===== src/rtl/sort4_stream.sv =====
// sort4_stream: collects four unsigned words, sorts them in place with four
// odd-even transposition phases (one per clock), then streams them out.
// Build option: define SORT4_DESCEND_EN for descending output order.
module sort4_stream #(
    parameter int WIDTH = 2
) (
    input  logic             clk,
    input  logic             rst,
    input  logic             in_valid,
    output logic             in_ready,
    input  logic [WIDTH-1:0] in_data,
    output logic             out_valid,
    input  logic             out_ready,
    output logic [WIDTH-1:0] out_data,
    output logic             out_last,
    output logic             busy
);

    typedef enum logic [1:0] {
        LOAD = 2'd0,
        SORT = 2'd1,
        SEND = 2'd2
    } state_t;

    state_t           state_q, state_d;
    logic [WIDTH-1:0] data_q [4];
    logic [WIDTH-1:0] data_d [4];
    logic [1:0]       load_idx_q, load_idx_d;
    logic [1:0]       phase_q, phase_d;
    logic [1:0]       send_idx_q, send_idx_d;

    // True when the pair (lo, hi) is in the wrong order; ties never swap.
    function automatic logic out_of_order(input logic [WIDTH-1:0] lo,
                                          input logic [WIDTH-1:0] hi);
`ifdef SORT4_DESCEND_EN
        return lo < hi;
`else
        return lo > hi;
`endif
    endfunction

    // State and data registers, cleared asynchronously.
    always_ff @(posedge clk or negedge rst) begin
        if (!rst) begin
            state_q    <= LOAD;
            load_idx_q <= '0;
            phase_q    <= '0;
            send_idx_q <= '0;
            for (int unsigned i = 0; i < 4; i++) begin
                data_q[i] <= '0;
            end
        end else begin
            state_q    <= state_d;
            load_idx_q <= load_idx_d;
            phase_q    <= phase_d;
            send_idx_q <= send_idx_d;
            for (int unsigned i = 0; i < 4; i++) begin
                data_q[i] <= data_d[i];
            end
        end
    end

    // Next-state logic: load, compare-exchange phases, and send sequencing.
    always_comb begin
        state_d    = state_q;
        load_idx_d = load_idx_q;
        phase_d    = phase_q;
        send_idx_d = send_idx_q;
        for (int unsigned i = 0; i < 4; i++) begin
            data_d[i] = data_q[i];
        end

        case (state_q)
            LOAD: begin
                if (in_valid) begin
                    data_d[load_idx_q] = in_data;
                    load_idx_d         = load_idx_q + 2'd1;
                    if (load_idx_q == 2'd3) begin
                        load_idx_d = '0;
                        phase_d    = '0;
                        state_d    = SORT;
                    end
                end
            end
            SORT: begin
                if (!phase_q[0]) begin
                    if (out_of_order(data_q[0], data_q[1])) begin
                        data_d[0] = data_q[1];
                        data_d[1] = data_q[0];
                    end
                    if (out_of_order(data_q[2], data_q[3])) begin
                        data_d[2] = data_q[3];
                        data_d[3] = data_q[2];
                    end
                end else begin
                    if (out_of_order(data_q[1], data_q[2])) begin
                        data_d[1] = data_q[2];
                        data_d[2] = data_q[1];
                    end
                end
                phase_d = phase_q + 2'd1;
                if (phase_q == 2'd3) begin
                    state_d    = SEND;
                    send_idx_d = '0;
                end
            end
            SEND: begin
                if (out_ready) begin
                    send_idx_d = send_idx_q + 2'd1;
                    if (send_idx_q == 2'd3) begin
                        state_d = LOAD;
                    end
                end
            end
            default: state_d = LOAD;
        endcase
    end

    assign in_ready  = (state_q == LOAD);
    assign out_valid = (state_q == SEND);
    assign busy      = (state_q != LOAD);
    assign out_data  = (state_q == SEND) ? data_q[send_idx_q] : '0;
    assign out_last  = (state_q == SEND) && (send_idx_q == 2'd3);

endmodule


===== config.mk =====
export PLATFORM = sky130hd
export DESIGN_NAME = sort4_stream
export DESIGN_NICKNAME = d
export VERILOG_FILES = /design/src/rtl/sort4_stream.sv
export SDC_FILE = /design/constraint.sdc
export NUM_CORES = 1
export LEC_CHECK = 0
export ABC_CLOCK_PERIOD_IN_PS = 1910
export CAP_MARGIN = 10
export CORE_MARGIN = 2
export CORE_UTILIZATION = 55
export CTS_BUF_LIST = sky130_fd_sc_hd__clkbuf_4 sky130_fd_sc_hd__clkbuf_8
export CTS_CLUSTER_DIAMETER = 200
export CTS_CLUSTER_SIZE = 40
export DETAILED_ROUTE_END_ITERATION = 10
export PLACE_DENSITY_LB_ADDON = 0.08
export SETUP_SLACK_MARGIN = 0.02
export SYNTH_ARGS = -nofsm -noshare
export SYNTH_HDL_FRONTEND = slang
export SYNTH_SLANG_ARGS = --single-unit

===== constraint.sdc =====
create_clock -name clk -period 1.91 [get_ports clk]
set_input_delay 0.382 -clock clk [delete_from_list [all_inputs] [get_ports clk]]
set_output_delay 0.382 -clock clk [all_outputs]
set_load 0.05 [all_outputs]

After elaboration in Yosys (flattened, before gate mapping)

Cells that the tools add are included.

Register bits: 16
Output and inout bits: 6

Add/sub/neg operators: 3
Magnitude comparators: 6
Equality and inequality tests: 16
Multiplexer cells: 28
Bitwise operators: 2
Reductions and logical operators: 14

Operators by type and width:

| operator              | count |
|---|---|
| $mux W2               | 16 |
| $mux W4               | 4 |
| $pmux W8 S2           | 1 |
| $reduce_and A4 Y1     | 4 |
| $ne A2 B2 Y1 const B  | 5 |
| $ne A3 B3 Y1 const B  | 3 |
| $bwmux W8             | 1 |
| $eq A2 B2 Y1 const B  | 4 |
| $mux W8               | 1 |
| $pmux W2 S2           | 2 |
| $add A2 B1 Y2 const B | 3 |
| $ge A3 B3 Y1 const B  | 2 |
| $gt A2 B2 Y1          | 3 |
| $ne A2 B1 Y1 const B  | 3 |
| $not A2 Y3            | 2 |
| $pmux W2 S3           | 1 |
| $reduce_and A3 Y1     | 2 |
| $reduce_bool A2 Y1    | 3 |
| $reduce_and A5 Y1     | 1 |
| $bmux W2 S2           | 1 |
| $demux W2 S2          | 1 |
| $lt A3 B1 Y1 const B  | 1 |
| $eq A2 B1 Y1 const B  | 1 |
| $logic_and A1 B1 Y1   | 2 |
| other kinds (2)       | 2 |

Depth between registers and ports, before layout

Gate-level depths: netlist of run 1.

Depth after elaboration: 8
Depth in mapped cells: 6

Least setup slack after synthesis of run 1

OpenSTA, ideal clock, no wires.

Path kind: reg2out
Start point: register state_q[0]
End point: output port out_data[0]
Arrival: 1.902 ns
Required time: 1.528 ns
Setup slack: -0.374 ns
Stages on the path, launching flop included: 4
Path buffers: 1
Cell sequence: dfrtp_1 > buf_6 > nor2b_1 > and2_1

Cells in the longest elaborated chain, start to end: 2

Ends and longest elaborated chain:

| element                | line | RTL |
|---|---|---|
| start, declared        | 25   | `state_t state_q, state_d;` |
| start signal, assigned | 53   | `state_q <= state_d;` |
| $eq A2 B2 Y1           | --   |  |
| via out_valid          | 12   | `output logic out_valid,` |
| $mux W2                | 122  | `assign out_data = (state_q == SEND) ? data_q[send_idx_q] : '0;` |
| end, declared          | 14   | `output logic [WIDTH-1:0] out_data,` |

The timed path passes the listed nets, and every way through them passes these cells.

Worst setup path after layout of run 1

Start point: register data_q[3] in the netlist's numbering
End point: register data_q[4] in the netlist's numbering

Cells in the longest elaborated chain, start to end: 3

Ends and longest elaborated chain:

| element                         | line | RTL |
|---|---|---|
| start, declared                 | 26   | `logic [WIDTH-1:0] data_q [4];` |
| start signal, assigned by index | 58   | `data_q[i] <= data_d[i];` |
| $gt A2 B2 Y1                    | 38   | `return lo > hi;` |
| $ne A3 B3 Y1 (no line)          | --   |  |
| $reduce_and A4 Y1 (no line)     | --   |  |

No other way between the ends.
A chain may end at the register's enable or synchronous reset.

==> results of run 1 <==
[worst paths after layout]
path                                        start                   endpoint  slack [ps]
max                         data_q[3]$_DFFE_PN0P_      data_q[4]$_DFFE_PN0P_         -10
min                                           rst      data_q[4]$_DFFE_PN0P_         400
max reg2reg                 data_q[3]$_DFFE_PN0P_      data_q[4]$_DFFE_PN0P_         -10
min reg2reg                phase_q[1]$_DFFE_PN0P_     phase_q[1]$_DFFE_PN0P_         540
max in group asynchronous                     rst  send_idx_q[0]$_DFFE_PN0P_        1300
min in group clk           phase_q[1]$_DFFE_PN0P_     phase_q[1]$_DFFE_PN0P_         540
[registers in the layout, indices dropped and copies added (netlist names)]
signal	count
send_idx_q	2
data_q	8
state_q	2
phase_q	2
load_idx_q	2
[kinds of logic (layout without fill, tap and decap cells)]
group                    count (synthesis)  count (layout)  synth area share (%)
buffers and inverters                   16              39                  6.43
multiplexers                            15              15                  15.0
AO/OA/AOI/OAI                           34              34                  20.4
adder cells (fa/ha/maj)                 12              12                  12.4
flip-flops                              16              16                  33.2
AND/OR/NAND/NOR                         28              28                  12.4
[critical path, delay by kind of cell (launching register included)]
family                   cells  cell delay [ps]
AO/OA/AOI/OAI                2              610
flip-flops                   1              420
adder cells (fa/ha/maj)      1              290
multiplexers                 1              260
buffers and inverters        1              130
AND/OR/NAND/NOR              1              130
[layout make-up]
type / instances / area, µm² / share of cell area [%]
flip-flops and latches: 16 / 402 / 25.4
well taps: 27 / 33.8 / 2.13
multi-input cells: 89 / 798 / 50.4
inverters: 11 / 41.3 / 2.61
repair buffers: 24 / 272 / 17.2
clock buffers: 4 / 36.3 / 2.29
[repair_timing]
action,CTS,global route
buffers inserted,9,1
setup endpoints to repair,2,11
gates resized for setup,3,9
pin swaps,0,8
[cells in the mapped netlist, drive strengths merged]
master / instances / area [µm²]
a21o: 1 / 7.51
a21oi: 11 / 81.3
a311oi: 4 / 47.6
a31oi: 4 / 25.0
and2: 3 / 18.8
and2b: 3 / 23.8
buf: 4 / 32.5
clkbuf: 1 / 3.75
dfrtp: 16 / 400
ha: 12 / 150
inv: 11 / 41.3
mux2: 5 / 56.3
mux2i: 8 / 80.1
mux4: 2 / 45.0
nand2: 4 / 15.0
nand2b: 1 / 6.26
nand3: 4 / 20.0
nand3b: 2 / 15.0
nor2: 7 / 26.3
nor2b: 2 / 12.5
nor3: 1 / 5.00
o211ai: 3 / 22.5
o21ai: 11 / 62.6
or2b: 1 / 7.51
[report_power, final]
part / internal, mW / switching [mW]
Clock: 0.116 / 0.118
Combinational: 0.951 / 1.03
Sequential: 0.488 / 0.197
Total: 1.56 / 1.34
[per-layer routing]
metal / routed length (µm) / part of all wire, % / global-route usage, % / vias up
li1: - / - / - / 481
met1: 1290 / 43 / 33.3 / 509
met2: 1530 / 50 / 43.6 / 42
met3: 164 / 5.4 / 1.75 / 7
met4: 48 / 1.6 / 5.41 / 0
met5: 0 / 0 / 0 / -
[stage by stage]
| stage | hold WS [ps] | utilization [%] | setup WS (ps) | cells |
|---|---|---|---|---|
| floorplan | 86.4 | - | -64.1 | 121 |
| CTS | 417 | 74.8 | 28.4 | 170 |
| finish | 401 | 78.3 | -9.70 | 171 |
| global route | 439 | 78.3 | -88.5 | 171 |
| detailed placement | 522 | 69.4 | 77.9 | 157 |
| global placement | 499 | 69.4 | 155 | 157 |
==> flow_summary.json, run 1 <==
{
  "status": "finished with violations",
  "violations": "setup timing",
  "tritoncts": "built",
  "syn_area_mm2": 0.00121,
  "fmax_ghz": 0.521,
  "dr_total_vias": 1039,
  "drc": 0,
  "clock_skew_ps": 6.46,
  "fillers": 121,
  "power.leakage_nw": 0.686,
  "rows": 16,
  "worstPathMaxFanout": 4,
  "power_mw": 2.90,
  "place_hpwl_mm": 1.99,
  "finalHoldViolations": 0,
  "syn_to_final_growth_pct": 31.2,
  "track_usage_pct": 24.7,
  "num-nets-final": 163,
  "htree_num_levels": 1,
  "cts_sinks": 16,
  "yosysSeqAreaShare_pct": 33.2,
  "ioPinCount": 12,
  "final_common_cell": "dfrtp_1",
  "ctsHoldBuffers": 0,
  "clk_pin_slew_ps": 100,
  "final_cell_mix": "dfrtp_1 (15), buf_4 (12), inv_1 (11), o21ai_0 (9), ha_1 (9)",
  "max_stage_delay_ps": 420,
  "avgSynthCellArea_um2": 9.97,
  "routed_via_density": 6.08,
  "yosys_warnings": 0,
  "vdd_ir_drop_max_v": 0.00131,
  "grt_pass1_wl_mm": 4.76,
  "drt_iter0_drc": 47,
  "antenna_cells": 0,
  "rsz0062_at_grt": "true",
  "cp.arrival_ps": 2130,
  "start_util_pct": 59.7,
  "critical_path.cell_chain": "inv_1, ha_4, nor2b_1, o211ai_1, a311oi_2, mux2i_1",
  "clock_latency_ps": 290,
  "finalCritPeriodShare_pct": 101,
  "clk_root_buffer_cell": "clkbuf_4",
  "wire_per_inst_um": 17.7,
  "die_area_mm2": 0.00258,
  "reg2reg_depth": 6,
  "min_path_type": "in -> async",
  "slew_violations": 0,
  "antenna_found_initial": 0,
  "core_mm2": 0.00202,
  "cts_made_buffers": 3,
  "gp_congestion": 0.864,
  "clock_path_buffers": 2,
  "drt-total-wl_mm": 3.03,
  "fin_crit_ps": 1920,
  "grt_max_degree": 19,
  "dpl_cell_area_mm2": 0.00140,
  "crit_type": "reg -> reg",
  "p_per_area_mw_per_mm2": 1830,
  "slew-limit-headroom_pct": 60.5,
  "synthCells": 121,
  "startpoint_type": "register",
  "io_buffer_count": 11,
  "tightest_slew_ps": 592,
  "syn-num-nets": 139,
  "die_x_um": 50.8,
  "finish.instance_area_mm2": 0.00158,
  "finalSetupViolations": 1,
  "ys_ff_latch": 16,
  "cp_slowest_cell": "dfrtp_1",
  "grt_overflow_total": 0,
  "synth_cell_types": 30,
  "end_kind": "register",
  "final_antenna_net_count": 0,
  "dr.pass1.iters": 4,
  "fin_ws_ps": -9.70,
  "cap_violations": 0,
  "drive_gt1_share_pct": 33.3,
  "die_y_um": 50.8,
  "setup_tns_ps": -9.70,
  "worstPathRequired_ps": 2120,
  "grt_pass1_vias": 1010
}
(Power assumes the default switching activity.)
==> run 2: changes to the inputs <==
- SLEW_MARGIN: not set -> 20
==> results of run 2 <==
Final layout, timing and power as in run 1 (identical DEF).
==> run 3: changes to the inputs <==
- CTS_CLUSTER_SIZE: 40 -> 28
==> results of run 3 <==
Final layout, timing and power as in run 1 (identical DEF).
